==> src/rtl/seq_multiplier_if.sv <==
// ----------------------------------------------------------------------------
// seq_multiplier_if
//   Start/ready handshake and result bus of the sequential multiplier.
//
//   Signals:
//     start   - request to begin a multiply (master -> slave)
//     A, B    - WIDTH-bit unsigned operands   (master -> slave)
//     ready   - slave is idle and will accept start (slave -> master)
//     done    - one-cycle pulse, Product newly valid (slave -> master)
//     Product - 2*WIDTH-bit registered result        (slave -> master)
//
//   Modports:
//     master - the requester that issues operands
//     slave  - the multiplier itself
// ----------------------------------------------------------------------------
`timescale 1ns/1ps

interface seq_multiplier_if #(
  parameter int WIDTH = 8
);
  logic                 start;
  logic [WIDTH-1:0]     A;
  logic [WIDTH-1:0]     B;
  logic                 ready;
  logic                 done;
  logic [2*WIDTH-1:0]   Product;

  modport master (
    output start, A, B,
    input  ready, done, Product
  );

  modport slave (
    input  start, A, B,
    output ready, done, Product
  );
endinterface

==> src/rtl/seq_multiplier.sv <==
// ----------------------------------------------------------------------------
// seq_multiplier
//   Unsigned shift-and-add multiplier. Operands are captured on the edge where
//   start is seen while idle; the product is produced exactly WIDTH iterations
//   later and held on Product until the next completion.
//
//   Ports:
//     clk   - rising-edge clock
//     reset - asynchronous, active-high reset
//     bus   - seq_multiplier_if.slave (start, A, B, ready, done, Product)
//
//   Datapath: accumulator register fed by a 2*WIDTH-bit adder; a 2:1 mux
//   picks either the adder output or the held accumulator on each iteration,
//   steered by the current LSB of the shifting multiplier.
// ----------------------------------------------------------------------------
`timescale 1ns/1ps

module seq_multiplier #(
  parameter int WIDTH = 8
) (
  input  logic              clk,
  input  logic              reset,
  seq_multiplier_if.slave   bus
);

  localparam int PW    = 2 * WIDTH;
  localparam int CNT_W = $clog2(WIDTH) + 1;
  localparam logic [CNT_W-1:0] CNT_LAST = CNT_W'(WIDTH - 1);

  typedef enum logic [1:0] {
    IDLE = 2'd0,
    BUSY = 2'd1,
    DONE = 2'd2
  } state_e;

  state_e           state_q, state_d;
  logic [PW-1:0]    mcand_q, mcand_d;
  logic [WIDTH-1:0] mplr_q,  mplr_d;
  logic [PW-1:0]    acc_q,   acc_d;
  logic [CNT_W-1:0] cnt_q,   cnt_d;
  logic [PW-1:0]    product_q, product_d;

  // Adder: carry-in 0; no carry-out is kept because a WIDTH x WIDTH product
  // always fits in 2*WIDTH bits.
  logic [PW-1:0] sum;
  assign sum = acc_q + mcand_q;

  // 2:1 mux: add when the current multiplier bit is set, otherwise hold.
  logic [PW-1:0] acc_next;
  assign acc_next = mplr_q[0] ? sum : acc_q;

  // NOTE: every signal written here gets a default first so no path leaves it
  // unassigned; that is what keeps this block free of inferred latches.
  always_comb begin
    state_d   = state_q;
    mcand_d   = mcand_q;
    mplr_d    = mplr_q;
    acc_d     = acc_q;
    cnt_d     = cnt_q;
    product_d = product_q;

    unique case (state_q)
      IDLE: begin
        if (bus.start) begin
          mcand_d = {{WIDTH{1'b0}}, bus.A};
          mplr_d  = bus.B;
          acc_d   = '0;
          cnt_d   = '0;
          state_d = BUSY;
        end
      end

      BUSY: begin
        acc_d   = acc_next;
        mcand_d = mcand_q << 1;
        mplr_d  = mplr_q >> 1;
        cnt_d   = cnt_q + CNT_W'(1);
        // The final iteration's sum goes straight to Product, so partial
        // sums never appear on the output.
        if (cnt_q == CNT_LAST) begin
          product_d = acc_next;
          state_d   = DONE;
        end
      end

      DONE: begin
        state_d = IDLE;
      end

      default: begin
        state_d = IDLE;
      end
    endcase
  end

  // NOTE: sequential state uses non-blocking assignments so every register
  // samples the pre-edge values regardless of statement order.
  always_ff @(posedge clk or posedge reset) begin
    if (reset) begin
      state_q   <= IDLE;
      mcand_q   <= '0;
      mplr_q    <= '0;
      acc_q     <= '0;
      cnt_q     <= '0;
      product_q <= '0;
    end else begin
      state_q   <= state_d;
      mcand_q   <= mcand_d;
      mplr_q    <= mplr_d;
      acc_q     <= acc_d;
      cnt_q     <= cnt_d;
      product_q <= product_d;
    end
  end

  // Handshake flags decode straight from the state register, which makes
  // ready and done mutually exclusive by construction.
  assign bus.ready   = (state_q == IDLE);
  assign bus.done    = (state_q == DONE);
  assign bus.Product = product_q;

endmodule

==> src/flat_wrapper.sv <==
// flat-port wrapper written by rule: the top's interface ports become plain ports
module seq_multiplier_flat 
#(
  parameter int WIDTH = 8
)
  (clk, reset, bus_start, bus_A, bus_B, bus_ready, bus_done, bus_Product);
  seq_multiplier_if #(.WIDTH(WIDTH)) bus_i ();
  input  logic clk;
  input  logic reset;
  input wire logic [$bits(bus_i.start)-1:0] bus_start;
  input wire logic [$bits(bus_i.A)-1:0] bus_A;
  input wire logic [$bits(bus_i.B)-1:0] bus_B;
  output wire logic [$bits(bus_i.ready)-1:0] bus_ready;
  output wire logic [$bits(bus_i.done)-1:0] bus_done;
  output wire logic [$bits(bus_i.Product)-1:0] bus_Product;
  assign bus_i.start = bus_start;
  assign bus_i.A = bus_A;
  assign bus_i.B = bus_B;
  assign bus_ready = bus_i.ready;
  assign bus_done = bus_i.done;
  assign bus_Product = bus_i.Product;
  seq_multiplier #(.WIDTH(WIDTH)) u_core (.clk(clk), .reset(reset), .bus(bus_i));
endmodule
==> config.mk <==
export PLATFORM = sky130hd
export DESIGN_NAME = seq_multiplier_flat
export DESIGN_NICKNAME = d
export VERILOG_FILES = /design/src/rtl/seq_multiplier_if.sv /design/src/rtl/seq_multiplier.sv /design/src/flat_wrapper.sv
export SDC_FILE = /design/constraint.sdc
export NUM_CORES = 1
export LEC_CHECK = 0
export BUFFER_PORTS_ARGS = -buffer_cell sky130_fd_sc_hd__clkbuf_2
export CAP_MARGIN = 5
export CORE_MARGIN = 3
export CORE_UTILIZATION = 30
export DETAILED_ROUTE_END_ITERATION = 6
export GPL_ROUTABILITY_DRIVEN = 0
export MAX_ROUTING_LAYER = met4
export PLACE_DENSITY = 0.55
export SLEW_MARGIN = 20
export SYNTH_ARGS = -nofsm -noshare
export SYNTH_HDL_FRONTEND = slang
export SYNTH_SLANG_ARGS = --single-unit
==> constraint.sdc <==
create_clock -name clk -period 3.43 [get_ports clk]
set_input_delay 0.1715 -clock clk [delete_from_list [all_inputs] [get_ports clk]]
set_output_delay 0.1715 -clock clk [all_outputs]
set_load 0.01 [all_outputs]
Yosys cells after proc, flatten, opt, wreduce, memory -nomap -nowiden
Index checks and enable logic that the tools add are counted.

Flip-flop bits (word level): 62. Output and inout port bits: 18. Logic and storage cells: 30. Bits of input ports: 19.

Multiplexer cells: 12. Reduce and logical (&&, ||, !) cells: 5. Eq/ne operators: 5. $add $sub $neg: 2.

Operators by type and width (number): 16-bit case mux with 2 select lines (2); 16-bit two-way mux (3); 16-bit adder (1); 8-bit case mux with 2 select lines (1); 8-bit two-way mux (1); 4-bit case mux with 2 select lines (1); 2-bit AND reduction (3); 4-bit by 1-bit adder with 4-bit output (second input constant) (1); 4-bit by 3-bit == test with 1-bit output (second input constant) (1); 2-bit two-way mux (2); 4-bit two-way mux (1); 2-bit case mux with 2 select lines (1); 2-bit by 1-bit == test with 1-bit output (second input constant) (1); 2-bit == test (second input constant) (1); 2-bit logical NOT (1); 2-bit by 1-bit inequality test with 1-bit output (second input constant) (1); 2-bit inequality test (second input constant) (1); 2-bit nonzero test (1).

Logic depth before layout (Yosys ltp)
Gate-level depths: netlist of run 1.

Depth after elaboration: 3. Gate-level depth with buffers: 9. Depth with buffers taken out: 9.

Worst setup path after synthesis of run 1
OpenSTA, ideal clock, no wires.

Path type: reg-to-reg. From: reg u_core.acc_q[0]. To: reg u_core.acc_q[14]. Buffers on the path: 0. Cell stages (with the launch flop): 9. Setup slack: 1.009 ns. Library setup time: 0.121 ns. Clock period less this slack: 2.421 ns. Required time: 3.309 ns. Arrival: 2.300 ns. Path through: dfrtp_1 > ha_1 > fa_1 > a21o_4 > a311oi_2 > nor4b_1 > a2111oi_2 > xnor2_1 > a22o_1.

Cells in the longest elaborated chain, start to end: 3.

RTL lines: from (decl) (RTL line seq_multiplier.sv:39) `logic [PW-1:0] acc_q, acc_d;`; from (signal assigned) (RTL line seq_multiplier.sv:103) `acc_q <= '0;`; from (signal assigned) (RTL line seq_multiplier.sv:110) `acc_q <= acc_d;`; 16-bit adder (RTL line seq_multiplier.sv:46) `assign sum = acc_q + mcand_q;`; 16-bit two-way mux (RTL line seq_multiplier.sv:50) `assign acc_next = mplr_q[0] ? sum : acc_q;`; 16-bit case mux with 2 select lines (RTL line seq_multiplier.sv:62) `unique case (state_q)`.

No other way between the ends. A chain may end at the register's enable or synchronous reset.

Worst setup path after layout of run 1
Ends and elaborated chain as after synthesis.

==> results of run 1 <==
==> what timing repair did <==
action | 4_1_cts | 5_1_grt
hold endpoints to repair | 31 | 0
endpoints found under the setup margin | 0 | 0
hold buffers | 2 | 0
gates resized for setup | 0 | 0
buffers inserted | 0 | 0
==> worst min-delay path, stage by stage <==
cell and delay, ns:
clkbuf_2 0.08, nand2_1 0.04, nand2_1 0.04
==> flip-flops by register name, indices dropped and copies added (netlist names) <==
signal,cells
u_core.mplr_q,8
u_core.acc_q,16
u_core.bus.Product,16
u_core.mcand_q,16
u_core.cnt_q,4
u_core.state_q,2
==> through the flow <==
stage	total power, mW	hold WS [ns]	cells
after floorplan	3.14	0.277	346
after global placement	3.66	0.299	509
after detailed placement	3.72	0.303	509
after CTS	4.32	0.00280	526
after global routing	4.70	0.0328	526
final	4.26	0.0241	526
==> report_power, final <==
part           switching (mW)  internal [mW]
logic                    1.33           1.01
clock network           0.296          0.277
registers               0.263           1.08
total                    1.89           2.37
==> path summary, 6_finish.rpt <==
| kind | slack [ns] | cells past startpoint | to | from |
|---|---|---|---|---|
| max | 0.77 | 8 | u_core.acc_q[14] | u_core.acc_q[0] |
| min | 0.02 | 3 | u_core.mcand_q[0] | bus_A[0] |
| min in group asynchronous | 0.46 | 3 | u_core.mplr_q[6] | reset |
| max in group asynchronous | 2.27 | 4 | u_core.acc_q[6] | reset |
| max reg2reg | 0.77 | 8 | u_core.acc_q[14] | u_core.acc_q[0] |
| min reg2reg | 0.48 | 2 | u_core.bus.Product[9] | u_core.bus.Product[9] |
==> cell usage after synthesis <==
cell type         n
and2_1            2
fa_1              1
nand2b_1          2
a211oi_1          1
nor3_1            2
nand3_1           8
o22ai_1          14
mux2i_1          13
buf_6             2
nor2b_1           3
nor2_1           40
clkinv_1          1
a22o_1           12
xnor2_1          10
o21ai_1           7
and3_1            2
nor4b_1           1
and3_2            1
a21oi_1          19
a311oi_2          1
o21bai_1          3
a21o_4            1
clkdlybuf4s15_2   1
clkbuf_1         14
xor2_1            3
dfrtp_1          62
inv_1             2
o31a_1            1
o211ai_1          1
nor3b_1           2
buf_1             1
nand2_1          58
a21o_1            1
o21ai_0          32
a31oi_1           1
buf_4             1
ha_1             16
nand4_1           3
a2111oi_2         1
==> cells by family after synthesis <==
family	Yosys count	synth area share [%]
compound gates	95	18.2
xor+xnor	13	3.52
fa+ha+maj	17	6.80
buf+inv	22	3.36
flops	62	47.9
mux	13	4.02
simple gates	124	16.2
==> area by class of cell <==
type	count	area (um2)	area share, %
multi-input cells	262	1580	41.9
flip-flops and latches	62	1550	41.3
repair buffers	48	275	7.32
well taps	136	170	4.53
clock buffers	10	138	3.66
clock inverters	5	36.3	0.965
inverters	3	11.3	0.300
==> routing by layer <==
metal	up-vias	part of all wire, %	GRT usage (%)
met4	0	2.0	6.06
met2	56	46	20.7
met1	1208	47	18.5
met3	15	5.0	3.17
met5	-	0	-
li1	1295	-	-
==> impl_metrics.yaml, run 1 <==
pwr:
  leakagePower_nw: 1.76
  cellPowerDensity_nw_per_um2: 1130
  irDropWorstVdd_v: 0.000362
worst_setup_path:
  worstSetupEndpointType: "flip-flop"
  crit_slowest_cell: "fa_1"
  crit_chain: "ha_1, fa_1, a21o_4, a311oi_2, nor4b_1, a2111oi_2, xnor2_1, a22o_1"
  cp_num_buf_inv: 0
  arrival_ns: 2.89
  crit_required_ns: 3.66
  cp_max_fo: 3
  critPathKind: "reg -> reg"
  crit_family: "compound AO/OA/AOI/OAI gates"
  cp_slowest_stage_delay_ns: 0.44
  worst_setup_path_start_kind: "flip-flop"
routing:
  wire_per_inst_um: 14.2
  routed_wl_mm: 7.47
  routed-via-count: 2574
  dr.pass1.iters: 4
  via_per_inst: 4.89
  drtAntennaViolNets: 0
  drc_errors: 0
  drtIter0Drc: 98
yosys:
  yosys.area.top_type: "dfrtp_1"
  postSynthAreaPerCell_um2: 9.36
  synth_area_um2: 3240
  yosysWarningCount: 0
  synth_nets: 382
  yosysTopAreaCellShare_pct: 47.9
  synth_area_leaders: "dfrtp_1, nand2_1, ha_1"
  ys_seq_area_share_pct: 47.9
  synth_cells: 346
  ys_ff_latch: 62
  ys_types: 39
sta:
  fin_crit_ns: 2.66
  tns_ns: 0
  finalHoldViolCount: 0
  fin_worst_skew_ns: 0.00822
  tightest_slew_ns: 0.672
  setup_ws_ns: 0.768
  rsz0062_at_grt: "no"
  slew_headroom_pct: 55.2
  fmax_mhz: 376
  drv_slew: 0
  fin_crit_sh_pct: 77.6
  setup_viol: 0
placed_design:
  placed_area_um2: 3560
  post-place-ws_ns: 0.763
  dp_hpwl_mm: 5.33
  port_buffers: 36
layout:
  insertedDiodeCount: 0
  layout_common_cells: "dfrtp_1, nand2_1, nor2_1"
  fillers: 1098
  final_area_um2: 3760
  nNetsFinal: 422
  layout.cells.most_common: "dfrtp_1"
  final_core_util_pct: 36.1
  drive_above_1_share_pct: 16.9
  areaGrowthSynthToFinish_pct: 16.1
clock_network:
  root_buffer: "clkbuf_8"
  cts_sinks: 62
  path_clk_slew_ns: 0.07
  cts_buffers: 9
  cts_buffer_depth: 2
  cts_tree: "done"
  clk_latency_ns: 0.34
  htree_levels: 3
global_route:
  grt_pass1_vias: 2608
  grt_max_degree: 35
  grt_pass1_wl_mm: 12.7
  gr-total-overflow: 0
  track_usage_pct: 14.0
  antenna_found_initial: 0
floorplan:
  die_x_um: 110
  die-area_um2: 12100
  core_um2: 10400
  start_util_pct: 31.1
  ios: 37
  rows: 37
  die_h_um: 110
run:
  maxCapViolCount: 0
min_path:
  hold_path_class: "in -> reg"
outcome:
  status: "complete, no violations"
(Power assumes the default switching activity.)
==> run 2, diff against run 1 <==
ABC_AREA = 1   (was unset)
PLACE_DENSITY = 0.54   (was 0.55)
clock period = 2.56 ns   (was 3.43 ns; I/O delays follow)
==> run 2 against run 1 <==
- clock skew fell by 0.0016 ns
- clock power rose by 110%
- sequential power rose by 39%
- register-to-register slack got worse by 0.18 ns
- sequential cell count did not move
- hold slack improved by 0.029 ns
- maximum frequency rose by 35%
- routed wire length rose by 16%
- synthesized area rose by 10%
- first-iteration DRC count rose by 45%
- synthesized cell count rose by 34%
- combinational power rose by 52%
==> impl_metrics.yaml, run 2 <==
outcome:
  status: "complete, no violations"
floorplan:
  rows: 39
  die_x_um: 115
  die_h_um: 115
  die-area_um2: 13200
  start_util_pct: 30.9
  ios: 37
  core_um2: 11500
yosys:
  synth_compound_area_share_pct: 11.2
  synth_ff_type: "dfrtp_1"
  ys_types: 32
  yosysMostFrequentCell: "nand2_1"
  synth_area_um2: 3560
  synth_common_cells: "nand2_1, inv_1, dfrtp_1"
  async_reset_ff_share_pct: 100
  synth_area_leaders: "dfrtp_1, nand2_1, inv_1"
  synth_nets: 498
  synth-edff-count: 0
  ys_seq_area_share_pct: 43.5
  yosys.area.top_type: "dfrtp_1"
  yosys.area_share.adder_pct: 6.18
  ys_ff_latch: 62
  yosysTopAreaCellShare_pct: 43.5
  synth_xor_area_share_pct: 0.983
  synth_cells: 462
  postSynthAreaPerCell_um2: 7.71
  synthMuxAreaShare_pct: 0.281
  yosys.area_share.simple_pct: 26.8
  yosysWarningCount: 0
  synth_top_family_by_area: "simple AND/OR/NAND/NOR gates"
worst_setup_path:
  crit_slowest_cell: "fa_1"
  worstSetupEndpointType: "flip-flop"
  critPathKind: "reg -> reg"
  worst_setup_path_start_kind: "flip-flop"
  cp_max_fo: 3
  r2r-start: "u_core.mcand_q[0]"
  startpoint: "u_core.mcand_q[0]"
  arrival_ns: 2.18
  crit_chain: "ha_1, fa_1, nand2_1, nand2_1, nand3b_1, nand2_1, nand2_1, nand2_1, nand2_1, nand3_1, nand3_1, nand2_1"
  cpMostUsedCell: "nand2_1"
  cp_slowest_stage_delay_ns: 0.40
  crit_required_ns: 2.78
routing:
  routed-via-count: 3053
  wire_per_inst_um: 13.4
  drtAntennaViolNets: 0
  drc_errors: 0
  via_per_inst: 4.71
  dr.pass1.iters: 4
  drtIter0Drc: 142
  routed_wl_mm: 8.65
sta:
  setup_viol: 0
  tightest_slew_ns: 0.992
  fin_crit_ns: 1.97
  rsz0062_at_grt: "no"
  finalHoldViolCount: 0
  slew_headroom_pct: 33.9
  fmax_mhz: 508
  worst_hold_slack_ns: 0.0530
  fin_crit_sh_pct: 76.9
  drv_slew: 0
  tns_ns: 0
  fin_worst_skew_ns: 0.00661
clock_network:
  cts_sinks: 62
  path_clk_slew_ns: 0.06
  postCtsSetupBuffers: 0
  postCtsHoldBufs: 1
  cts_tree: "done"
  htree_levels: 3
  cts_buffers: 9
  root_buffer: "clkbuf_16"
  cts_resized: 0
  clk_latency_ns: 0.33
  cts_buffer_depth: 2
layout:
  multiInputGateArea_um2: 1620
  fillers: 1236
  drive_above_1_share_pct: 15.0
  insertedDiodeCount: 0
  layout.area.seq_um2: 1550
  layout.cells.most_common: "nand2_1"
  nNetsFinal: 536
  layout_common_cells: "nand2_1, inv_1, dfrtp_1"
  areaGrowthSynthToFinish_pct: 16.1
global_route:
  gr-total-overflow: 0
  grt_pass1_vias: 3045
  grt_max_degree: 32
  track_usage_pct: 15.0
  grt_pass1_wl_mm: 15.1
  antenna_found_initial: 0
pwr:
  cellPowerDensity_nw_per_um2: 1600
  irDropWorstVdd_v: 0.000541
  leakagePower_nw: 2.24
placed_design:
  dp_hpwl_mm: 6.20
  port_buffers: 36
min_path:
  hp-start: "bus_B[7]"
  hold_path_class: "in -> reg"
run:
  maxCapViolCount: 0
run 2: cell count changes in the layout (fill, tap and decap cells not counted), sizes merged, moves of 12 or more:
cell,delta
inv,+72
mux2i,-12
nand2,+87
nand3,+31
nor2,-22
o21ai,-16
run 2: worst paths after layout:
kind | to | slack [ns] | cells past startpoint
setup / recovery | u_core.bus.Product[14] | 0.59 | 12
hold / removal | u_core.mplr_q[7] | 0.05 | 2
setup reg to reg | u_core.bus.Product[14] | 0.59 | 12
hold reg to reg | u_core.cnt_q[3] | 0.47 | 1
max in group asynchronous | u_core.mplr_q[0] | 1.45 | 4
min in group asynchronous | u_core.bus.Product[15] | 0.42 | 3
run 2: cell families (layout without fill, tap and decap cells):
| logic type | count (synthesis) | count (layout) |
|---|---|---|
| compound gates | 69 | 69 |
| xor+xnor | 4 | 4 |
| fa+ha+maj | 17 | 17 |
| buf+inv | 89 | 132 |
| flops | 62 | 62 |
| mux | 1 | 1 |
| simple gates | 220 | 220 |
run 2: per-stage QoR:
step	setup WS (ns)	power [mW]	std cells	area, um2	util [%]
finish	0.591	6.62	648	4140	35.9
global route	0.386	7.35	648	4140	35.9
CTS	0.588	6.68	648	4140	35.9
detailed placement	0.601	5.47	631	3840	33.4
global placement	0.647	5.40	631	3840	33.4
floorplan	0.818	4.62	462	3560	-
run 2: power breakdown:
part	internal, mW	switching, mW	leakage, nW
Clock	0.751	0.437	0.137
Combinational	1.32	2.24	1.35
Sequential	1.48	0.391	0.755
run 2: final cells by class:
class | count | area share [%]
timing repair buffer | 42 | 5.51
inverter | 74 | 6.72
multi-input combinational | 311 | 39.1
sequential | 62 | 37.5
clock buffer | 12 | 5.72
clock inverter | 4 | 1.15
tap | 143 | 4.33
run 2: worst max-delay path: cells and delay by family (launching register included):
kind | cells | cell delay [ns]
AND/OR/NAND/NOR | 10 | 0.86
adder cells (fa/ha/maj) | 2 | 0.61
flip-flops | 1 | 0.39
run 2: metal layers:
metal | share of wire (%) | global-route usage, % | wire (um)
met5 | 0 | - | 0
met4 | 2.0 | 6.26 | 174
met3 | 3.4 | 2.21 | 295
met2 | 44 | 22.5 | 3820
met1 | 50 | 20.2 | 4360
==> run 3, diff against run 2 <==
clock period = 2 ns   (was 2.56 ns; I/O delays follow)
==> run 3 against run 2 <==
- combinational power is 33% higher
- routed wire length decreased by 2.0%
- total power rose by 30%
- hold slack got worse by 0.023 ns
- clock skew rose by 0.0049 ns
==> impl_metrics.yaml, run 3 (synthesis gave the netlist of run 2 again) <==
routing:
  route.top_layer_used: "met4"
  dr_wl_met2_mm: 3.86
  wire_per_inst_um: 13.0
  drtAntennaViolNets: 0
  routed-wl-met3_um: 287
  drtIter0Drc: 100
  routed_wl_mm: 8.47
  drc_errors: 0
  via_per_inst: 4.66
  routed-via-count: 3040
  met1_length_mm: 4.12
  dr.pass1.iters: 4
global_route:
  grt_max_degree: 31
  antenna_found_initial: 0
  grt_pass1_wl_mm: 14.8
  track_usage_pct: 14.5
  gr-total-overflow: 0
  grt_pass1_vias: 3073
floorplan:
  die_h_um: 115
  ios: 37
  rows: 39
  core_um2: 11500
  start_util_pct: 30.9
  die-area_um2: 13200
  die_x_um: 115
layout:
  insertedDiodeCount: 0
  areaGrowthSynthToFinish_pct: 18.3
  drive_above_1_share_pct: 17.3
  nNetsFinal: 540
  layout.area.seq_um2: 1550
  layout_common_cells: "nand2_1, inv_1, dfrtp_1"
  multiInputGateArea_um2: 1650
  fillers: 1189
  layout.cells.most_common: "nand2_1"
placed_design:
  dp_hpwl_mm: 6.19
  post-place-ws_ns: 0.0461
  port_buffers: 36
worst_setup_path:
  cp_slowest_stage_delay_ns: 0.39
  cp_max_fo: 3
  critPathKind: "reg -> reg"
  crit_required_ns: 2.22
  arrival_ns: 2.11
  r2r_cells: 12
  crit_chain: "ha_2, fa_2, nand2_1, nand2_1, nand3b_1, nand2_2, nand2_1, nand2_1, nand2_1, nand3_1, nand3_1, nand2_1"
  crit_slowest_cell: "dfrtp_1"
  worst_setup_path_start_kind: "flip-flop"
  worstSetupEndpointType: "flip-flop"
  cpMostUsedCell: "nand2_1"
clock_network:
  postCtsSetupBuffers: 0
  cts_tree: "done"
  clk_latency_ns: 0.33
  htree_levels: 3
  cts_buffers: 9
  path_clk_slew_ns: 0.06
  root_buffer: "clkbuf_16"
  cts_buffer_depth: 2
  cts_sinks: 62
sta:
  finalHoldViolCount: 0
  drv_slew: 0
  tns_ns: 0
  tightest_slew_ns: 0.611
  rsz0062_at_grt: "no"
  fmax_mhz: 528
  slew_headroom_pct: 59.2
  fin_worst_skew_ns: 0.0115
  fin_crit_sh_pct: 94.7
  setup_viol: 0
  worst_hold_slack_ns: 0.0301
  setup_ws_ns: 0.106
  fin_crit_ns: 1.89
run:
  maxCapViolCount: 0
outcome:
  status: "complete, no violations"
pwr:
  leakagePower_nw: 2.25
  cellPowerDensity_nw_per_um2: 2050
  irDropWorstVdd_v: 0.000720
min_path:
  hold_path_class: "in -> reg"
  hold_path_depth: 2
==> run 3: area by class of cell <==
type | instances | share of cell area [%]
multi-input cells | 311 | 39.2
flip-flops and latches | 62 | 36.8
inverters | 74 | 6.59
repair buffers | 46 | 6.11
clock buffers | 10 | 5.43
well taps | 143 | 4.24
clock inverters | 6 | 1.66
==> run 3: worst max-delay path: cells and delay by family (launching register included) <==
kind | cells | cell delay, ns
fa+ha+maj | 2 | 0.55
simple gates | 10 | 0.84
flops | 1 | 0.39
==> run 3: metrics by stage <==
stage | util (%) | power (mW) | cells | cell area, um2
6_report | 36.6 | 8.63 | 652 | 4220
5_1_grt | 36.6 | 9.57 | 652 | 4220
4_1_cts | 36.3 | 8.60 | 652 | 4180
3_5_place_dp | 33.6 | 6.99 | 635 | 3870
3_3_place_gp | 33.6 | 6.88 | 635 | 3870
2_1_floorplan | - | 5.92 | 462 | 3560
==> run 3: power by group <==
| part | total, mW | switching, mW | internal (mW) |
|---|---|---|---|
| registers | 2.33 | 0.442 | 1.89 |
| clock network | 1.57 | 0.596 | 0.971 |
| logic | 4.72 | 2.92 | 1.80 |
==> run 3: path summary, 6_finish.rpt <==
kind,startpoint,slack [ns],end
max,u_core.acc_q[0],0.11,u_core.bus.Product[14]
min reg2reg,u_core.bus.Product[0],0.47,u_core.bus.Product[0]
max reg2reg,u_core.acc_q[0],0.11,u_core.bus.Product[14]
min,bus_B[7],0.03,u_core.mplr_q[7]
max in group asynchronous,reset,1.00,u_core.bus.Product[3]
min in group asynchronous,reset,0.37,u_core.bus.Product[15]
==> run 3: timing repair <==
| action | in CTS | in global routing |
|---|---|---|
| hold endpoints to repair | 25 | 0 |
| hold buffers | 1 | 0 |
| endpoints found under the setup margin | 0 | 16 |
| gates resized for setup | 0 | 6 |
==> run 3: routing by layer <==
metal  up-vias  track usage [%]
met5         -                -
met2        57             22.2
li1       1576                -
met3        18             3.05
met4         0             5.48
met1      1389             18.8
